**config.mk**
```make
export PLATFORM = sky130hd
export DESIGN_NAME = freq_codec_gen2
export DESIGN_NICKNAME = d
export VERILOG_FILES = /design/src/rtl/freq_codec_gen2.sv
export SDC_FILE = /design/constraint.sdc
export NUM_CORES = 1
export LEC_CHECK = 0
export CAP_MARGIN = 20
export CORE_UTILIZATION = 61
export CTS_BUF_LIST = sky130_fd_sc_hd__clkbuf_8
export CTS_CLUSTER_DIAMETER = 150
export DETAILED_ROUTE_END_ITERATION = 16
export GPL_TIMING_DRIVEN = 1
export PLACE_DENSITY = 0.79
export SLEW_MARGIN = 5
export SYNTH_ARGS = -nofsm -noshare
export SYNTH_HDL_FRONTEND = slang
export SYNTH_SLANG_ARGS = --single-unit
```
**constraint.sdc**
```tcl
create_clock -name clk -period 3.4 [get_ports clk]
set_input_delay 0.68 -clock clk [delete_from_list [all_inputs] [get_ports clk]]
set_output_delay 0.68 -clock clk [all_outputs]
set_load 0.005 [all_outputs]
```
**src/rtl/freq_codec_gen2.sv**
```systemverilog
// freq_codec_gen2 -- frequency encoder/decoder pair.
//   Encoder: DATA_W-bit word -> 50% duty square wave, half-period = word (in enabled cycles).
//   Decoder: counts synchronised rising edges of pulse_in over a GATE_CYCLES window.
// Latency: encoder half-period changes at the next half-period boundary; decoder input
//   latency SYNC_STAGES+1 cycles, rx_valid one cycle after the last window cycle.
// Backpressure: none; rx_valid is a one-cycle strobe that must be captured when seen.
// Ports: clk, reset (async, active high), enable (run/abort), tx_data/tx_load (encoder word
//   and shadow load), pulse_out (encoded wave), pulse_in (async decoder input),
//   rx_data/rx_valid/rx_ovf (window result, strobe, overflow).
// Optional build macro FREQ_CODEC_LOOPBACK_EN adds input 'loopback' which routes pulse_out
//   into the decoder synchroniser in place of pulse_in.
module freq_codec_gen2 #(
   parameter int DATA_W      = 8,
   parameter int GATE_CYCLES = 10_000_000,
   parameter int GATE_W      = 24,
   parameter int SYNC_STAGES = 2
) (
   input  logic              clk,
   input  logic              reset,
   input  logic              enable,
   input  logic [DATA_W-1:0] tx_data,
   input  logic              tx_load,
`ifdef FREQ_CODEC_LOOPBACK_EN
   input  logic              loopback,
`endif
   output logic              pulse_out,
   input  logic              pulse_in,
   output logic [DATA_W-1:0] rx_data,
   output logic              rx_valid,
   output logic              rx_ovf
);

   localparam logic [DATA_W-1:0] ONE_D     = DATA_W'(1);
   localparam logic [DATA_W-1:0] SAT_D     = '1;
   localparam logic [GATE_W-1:0] ONE_G     = GATE_W'(1);
   localparam logic [GATE_W-1:0] GATE_LAST = GATE_W'(GATE_CYCLES - 1);

   // ---------------- encoder ----------------
   logic [DATA_W-1:0] shadow;
   logic [DATA_W-1:0] active;
   logic [DATA_W-1:0] half_cnt;

   always_ff @(posedge clk or posedge reset) begin
      if (reset) begin
         shadow    <= '0;
         active    <= '0;
         half_cnt  <= '0;
         pulse_out <= 1'b0;
      end else begin
         if (tx_load)
            shadow <= tx_data;
         if (enable) begin
            if (active == '0) begin
               // idle encoder picks up a new word immediately
               active    <= shadow;
               half_cnt  <= '0;
               pulse_out <= 1'b0;
            end else if (half_cnt == active - ONE_D) begin
               // half-period boundary: the only place the period may change
               half_cnt  <= '0;
               active    <= shadow;
               pulse_out <= (shadow == '0) ? 1'b0 : ~pulse_out;
            end else begin
               half_cnt <= half_cnt + ONE_D;
            end
         end
      end
   end

   // ---------------- decoder input ----------------
   logic dec_in;
`ifdef FREQ_CODEC_LOOPBACK_EN
   assign dec_in = loopback ? pulse_out : pulse_in;
`else
   assign dec_in = pulse_in;
`endif

   logic [SYNC_STAGES-1:0] sync_ff;
   logic                   sync_d;
   logic                   rise;

   always_ff @(posedge clk or posedge reset) begin
      if (reset) begin
         sync_ff <= '0;
         sync_d  <= 1'b0;
      end else begin
         sync_ff <= {sync_ff[SYNC_STAGES-2:0], dec_in};
         sync_d  <= sync_ff[SYNC_STAGES-1];
      end
   end

   assign rise = sync_ff[SYNC_STAGES-1] & ~sync_d;

   // ---------------- decoder FSM ----------------
   typedef enum logic {IDLE, GATE} state_t;
   state_t state, state_nxt;

   logic [GATE_W-1:0] gate_cnt;
   logic [DATA_W-1:0] edge_cnt;
   logic              ovf_flag;
   logic              win_end;
   logic [DATA_W-1:0] cnt_next;
   logic              ovf_next;

   // saturating edge count including the current cycle's edge
   assign cnt_next = (rise && edge_cnt != SAT_D) ? edge_cnt + ONE_D : edge_cnt;
   assign ovf_next = ovf_flag | (rise & (edge_cnt == SAT_D));

   always_ff @(posedge clk or posedge reset) begin
      if (reset)
         state <= IDLE;
      else
         state <= state_nxt;
   end

   always_comb begin
      state_nxt = state;
      win_end   = 1'b0;
      case (state)
         IDLE: if (enable) state_nxt = GATE;
         GATE: begin
            if (!enable)
               state_nxt = IDLE;
            else if (gate_cnt == GATE_LAST)
               win_end = 1'b1;
         end
         default: state_nxt = IDLE;
      endcase
   end

   always_ff @(posedge clk or posedge reset) begin
      if (reset) begin
         gate_cnt <= '0;
         edge_cnt <= '0;
         ovf_flag <= 1'b0;
         rx_data  <= '0;
         rx_ovf   <= 1'b0;
         rx_valid <= 1'b0;
      end else begin
         rx_valid <= 1'b0;
         if (state == GATE && enable && !win_end) begin
            gate_cnt <= gate_cnt + ONE_G;
            edge_cnt <= cnt_next;
            ovf_flag <= ovf_next;
         end else begin
            // idle, aborted window, or window end: next window starts from zero
            gate_cnt <= '0;
            edge_cnt <= '0;
            ovf_flag <= 1'b0;
         end
         if (win_end) begin
            rx_data  <= cnt_next;
            rx_ovf   <= ovf_next;
            rx_valid <= 1'b1;
         end
      end
   end

endmodule
```
==> flow_summary.yaml <==
placed_design:
  dp_hpwl_um: 4220
  portBuffers: 23
  dp_slack_ns: 0.747
  dp.cells: 406
  place_congestion: 0.833
floorplanning:
  core_sq_mm: 0.00520
  die_h_um: 76.4
  start_util: 0.649
  dieArea_sq_mm: 0.00584
  num_rows: 26
  fp.dieW_um: 76.4
  io-pin-count: 24
layout:
  final_common_cell: "dfrtp_1"
  fin_cells: 422
  nets: 364
  area_growth_pct: 15.1
  fillers: 369
  finish.utilization: 0.747
  drive_above_1_share: 0.125
  final_cell_mix: "dfrtp_1 (72), nor2_1 (55), xor2_1 (24), clkdlybuf4s50_1 (23), nand2_1 (21)"
  antenna_cells: 0
clocking:
  cts_setup_buffers: 0
  cts_buffer_depth: 2
  clkSlewWorstSetupHoldPaths_ns: 0.07
  clock_latency_ns: 0.33
  cts_sinks: 72
  cts-hold-fix-buffers: 0
  cts_resized: 0
  cts_buffers: 9
  htreeDepth: 3
  cts_root_buf: "clkbuf_8"
  cts_tree: "done"
setup_path:
  slowest_stage: "o311ai_0"
  cp.arrival_ns: 2.97
  worst_setup_path_end_kind: "register"
  r2r_slack_ns: 0.64
  start_kind: "register"
  slowest_delay_ns: 0.74
  crit_type: "reg2reg"
  crit_required_ns: 3.62
  cp_cell_sequence: "nor3_1 -> nand2_1 -> o311ai_0 -> o2111ai_4 -> nand2_4 -> mux2_2"
  path_max_fanout: 13
timing:
  drv_slew: 0
  post-route-period-util: 0.811
  fin_worst_skew_ns: 0.00885
  fin_setup_tns_ns: 0
  finalSetupViolations: 0
  slew_headroom: 0.462
  min_period_ns: 2.76
  rsz0062_at_grt: "no"
  layout_setup_ws_ns: 0.642
  worst-slew-pin-transition_ns: 0.796
  hold_violations: 0
  fmax_mhz: 363
pwr:
  p_clk_frac: 0.292
  pwr-share-seq: 0.484
  finalPower_mw: 2.28
  powerDensity_mw_per_mm2: 585
  p_int_mw: 1.58
  ir_drop_mv: 0.437
  p_leak_nw: 1.67
  p_switching_uw: 693
  pwr-share-comb: 0.224
  swShare: 0.305
drt:
  via_count: 2387
  routed_via_density: 5.66
  detail-route-antenna-nets: 0
  drt_iter0_drc: 123
  wl_per_cell_um: 14.2
  drc: 0
  drt-total-wl_um: 6000
  drtPass1Iterations: 4
yosys:
  synth_mux_area_frac: 0.0504
  syn_area_sq_mm: 0.00338
  synthAdderAreaFrac: 0.0148
  synth_compound_area_frac: 0.0700
  synthXorXnorAreaFrac: 0.104
  synth_warnings: 0
  yosys.area_share.simple: 0.201
  syn-num-nets: 335
  ys_types: 47
  synth_edf_count: 0
  ys_async_sr_fraction: 1.00
  syn_area_per_cell_sq_um: 10.6
  syn_inst: 318
  synth-seq-cells: 72
  synth-main-ff-cell: "dfrtp_1"
  synth_top_family_by_area: "simple AND/OR/NAND/NOR gates"
  ys_seq_area_frac: 0.533
global_routing:
  antenna_found_initial: 0
  grt_first_pass_wirelength_um: 10100
  grt_pass1_vias: 2281
  grt_max_degree: 62
  grt_overflow: 0
  grt_use_total: 0.222
flow_run:
  cap_violations: 0
hold_path:
  holdCritPathClass: "reg2reg"
status:
  status: "completed"
## per-layer routing
metal / vias up / global-route usage / wire [um]
li1: 1155 / - / -
met3: 11 / 0.0323 / 242
met4: 0 / 0.102 / 90
met1: 1158 / 0.298 / 2790
met2: 63 / 0.359 / 2870
met5: - / 0 / 0
## synth_stat cells, types with 2 or more instances
cell / count / share of area
dfrtp_1: 72 / 0.53
nor2_1: 55 / 0.061
xor2_1: 24 / 0.062
nand2_1: 21 / 0.023
nand3_1: 17 / 0.025
xnor2_1: 16 / 0.041
a21oi_1: 13 / 0.019
mux2_2: 12 / 0.040
inv_1: 11 / 0.012
nand4_1: 7 / 0.013
a22o_2: 4 / 0.012
and3_1: 4 / 0.0074
buf_2: 4 / 0.0059
clkbuf_1: 4 / 0.0044
ha_1: 4 / 0.015
nor3_1: 4 / 0.0059
nor4_1: 4 / 0.0074
and4_1: 3 / 0.0078
nand2b_1: 3 / 0.0056
nor4b_1: 3 / 0.0078
o21ai_0: 3 / 0.0044
mux2i_1: 2 / 0.0059
nand3b_1: 2 / 0.0044
or2_2: 2 / 0.0037
or3_1: 2 / 0.0037
## flip-flops by register name, summed over array words and instances, names as in the netlist
| name | cells |
|---|---|
| sync_d | 1 |
| shadow | 8 |
| active | 8 |
| gate_cnt | 24 |
| state | 1 |
| rx_valid | 1 |
| rx_ovf | 1 |
| sync_ff | 2 |
| pulse_out | 1 |
| edge_cnt | 8 |
| ovf_flag | 1 |
| rx_data | 8 |
| half_cnt | 8 |
## stage by stage
stage	cell area, sq um	hold slack, ns
detailed placement	3690	0.358
finish	3890	0.362
global route	3890	0.373
floorplan	3380	0.331
CTS	3890	0.373
global placement	3690	0.350
## cell families after synthesis
group,count (synthesis)
simple gates,136
compound gates,31
fa+ha+maj,4
mux,15
xor+xnor,40
flops,72
buf+inv,20
## path summary, 6_finish.rpt
check / cells after the start / start / to
worst max-delay path: 6 / active[2] / active[1]
max in group asynchronous: 3 / reset / active[6]
worst max register to register: 6 / active[2] / active[1]
worst min-delay path: 0 / sync_ff[0] / sync_ff[1]
worst min register to register: 0 / sync_ff[0] / sync_ff[1]
min in group asynchronous: 2 / reset / rx_ovf
## critical path: cells and delay by family (launching register included)
kind | cells | cell delay [ns]
AOI/OAI and AO/OA | 2 | 1.00
DFF | 1 | 0.45
muxes | 1 | 0.37
and+or+nand+nor | 3 | 0.83
## power by group through the flow
stage	Clock, mW	Sequential, mW	Combinational (mW)
final	0.664	1.10	0.510
after global routing	0.714	1.12	0.570
after global placement	0	1.11	0.478
after detailed placement	0	1.11	0.502
after CTS	0.677	1.10	0.509
after floorplan	0	1.06	0.432
## area by class of cell
class                           instances  area, sq um  area share
Timing Repair Buffer                   27          273      0.0702
Inverter                               11         41.3      0.0106
Clock buffer                           11          151      0.0389
Clock inverter                          5         47.5      0.0122
Sequential cell                        72         1800       0.463
Multi-Input combinational cell        226         1490       0.382
Tap cell                               70         87.6      0.0225
No activity file was read; power rests on OpenSTA's default activity.
==> patch (same flow settings) <==
Build with the macro `FREQ_CODEC_LOOPBACK_EN` defined.
--- a/src/rtl/freq_codec_gen2.sv
+++ b/src/rtl/freq_codec_gen2.sv
@@ -10,4 +10,6 @@
 // Optional build macro FREQ_CODEC_LOOPBACK_EN adds input 'loopback' which routes pulse_out
 //   into the decoder synchroniser in place of pulse_in.
+`define FREQ_CODEC_LOOPBACK_EN
+
 module freq_codec_gen2 #(
    parameter int DATA_W      = 8,
Interface: changed (added loopback); port bits go from 24 to 25. No check against the original RTL was run, so the function may have changed too.
==> patch against the unedited design <==
Count of clock-buffer cells in the layout down 1; total power up 7.2%; first-iteration DRC count up 40%; routed wire length down 0.88%; setup slack better by 0.42 ns; clock power up 33%; combinational power down 5.7%; critical path depth up 2; critical path type unchanged; fmax up 18%; synthesized cell count down 0.31%; non-clock buffer count up 1; cell area up 1.9%; sequential cell count unchanged; area after synthesis about the same.
==> patch: results (changes against the unedited design) <==
[critical_path]
cp_slowest_stage_delay_ns=0.44  ; was 0.74 ns
reg2reg_setup_slack_ns=1.06  ; was 0.64 ns
crit_family=simple AND/OR/NAND/NOR gates  ; was compound AO/OA/AOI/OAI gates
critical_path_arrival_ns=2.57  ; was 2.97 ns
crit_slowest_cell=dfrtp_1  ; was o311ai_0
rr_startpoint=active[0]$_DFFE_PP0P_  ; was active[2]$_DFFE_PP0P_
path_max_fanout=12  ; was 13
worstRegToRegCells=8  ; was 6

[logic_synthesis]
yosysSeqAreaShare_pct=53.4  ; was 53.3%
synth_area_leaders=dfrtp_1 (53%), xor2_1 (7.3%), nor2_1 (5.9%)  ; was dfrtp_1 (53%), xor2_1 (6.2%), nor2_1 (6.1%)
syn_inst=317  ; was 318
synthAdderAreaFrac_pct=1.48  ; about the same
synth-compound-area-share_pct=6.04  ; was 7.00%
synth_commonest_cells=dfrtp_1 (72), nor2_1 (53), xor2_1 (28)  ; was dfrtp_1 (72), nor2_1 (55), xor2_1 (24)
muxShareOfSynthArea_pct=4.26  ; was 5.04%

[worst_hold_path]
worstHoldPathType=reg2reg  ; unchanged

[finish]
finalNetCount=365  ; was 364
nMultiInputCombCells=228  ; was 226
drive_gt1_share_pct=11.4  ; was 12.5%
inv_count=8  ; was 11
clkCellAreaFrac_pct=6.76  ; was 5.12%
multi_input_area_share_pct=37.9  ; was 38.2%
clkbuf_count=10  ; was 11
buffer_area_share_pct=6.82  ; was 7.02%
signal_buffers=28  ; was 27
fill_cells=375  ; was 369
sh_seq_area_pct=45.5  ; was 46.3%
final_util_pct=76.1  ; was 74.7%
seq_cell_count=72  ; unchanged

[pwr]
powerClk_mw=0.883  ; was 0.664 mW
vdd_drop_max_v=0.000615  ; was 0.000437 V
p_leak_nw=1.75  ; was 1.67 nW
pwr-share-comb_pct=19.7  ; was 22.4%
finalPower_mw=2.44  ; was 2.28 mW
internal_power_mw=1.78  ; was 1.58 mW

[placed_design]
place_ws_ns=0.947  ; was 0.747 ns
hpwl_mm=4.01  ; was 4.22 mm
io_buffers=24  ; was 23
place_area_mm2=0.00369  ; about the same
gp_congestion=0.855  ; was 0.833

[timing]
max_slew.worst_pin.slew_ns=0.867  ; was 0.796 ns
hold_slack_ns=0.364  ; was 0.362 ns
skew_ns=0.00680  ; was 0.00885 ns
period_share_pct=68.8  ; was 81.1%

[global_route]
grt_max_degree=73  ; was 62
grt_first_pass_wirelength_mm=10.6  ; was 10.1 mm
grt_usage_pct=23.4  ; was 22.2%
grt_pass1_vias=2272  ; was 2281

[detailed_routing]
drtIter0Drc=172  ; was 123
vias=2351  ; was 2387
routedWlPerCell_um=14.1  ; was 14.2 um

[run_status]
outcome=finished, final reports clean  ; unchanged

## patch: cell count changes in the layout (fill, tap and decap cells not counted), moves of 3 or more
| cell | unedited run | this run |
|---|---|---|
| a22o_1 | 0 | 5 |
| a22o_2 | 4 | 1 |
| and3_1 | 4 | 12 |
| bufinv_16 | 1 | 4 |
| inv_1 | 12 | 7 |
| nand2_1 | 21 | 15 |
| nand3_1 | 17 | 22 |
| xor2_1 | 24 | 28 |
## patch: layer usage
| layer | GRT usage [%] | part of all wire (%) |
|---|---|---|
| met5 | 0 | 0 |
| met4 | 9.62 | 1.5 |
| met3 | 5.99 | 4.6 |
| met2 | 35.9 | 49 |
| met1 | 31.7 | 45 |
## patch: worst register-to-register path, cell delays in order (launching register included)
cell and delay, ns:
dfrtp_1 0.44, inv_1 0.08, ha_1 0.23, inv_1 0.06
o31ai_1 0.19, nand4_1 0.17, nor4_4 0.38, a31o_4 0.30
mux2_2 0.36
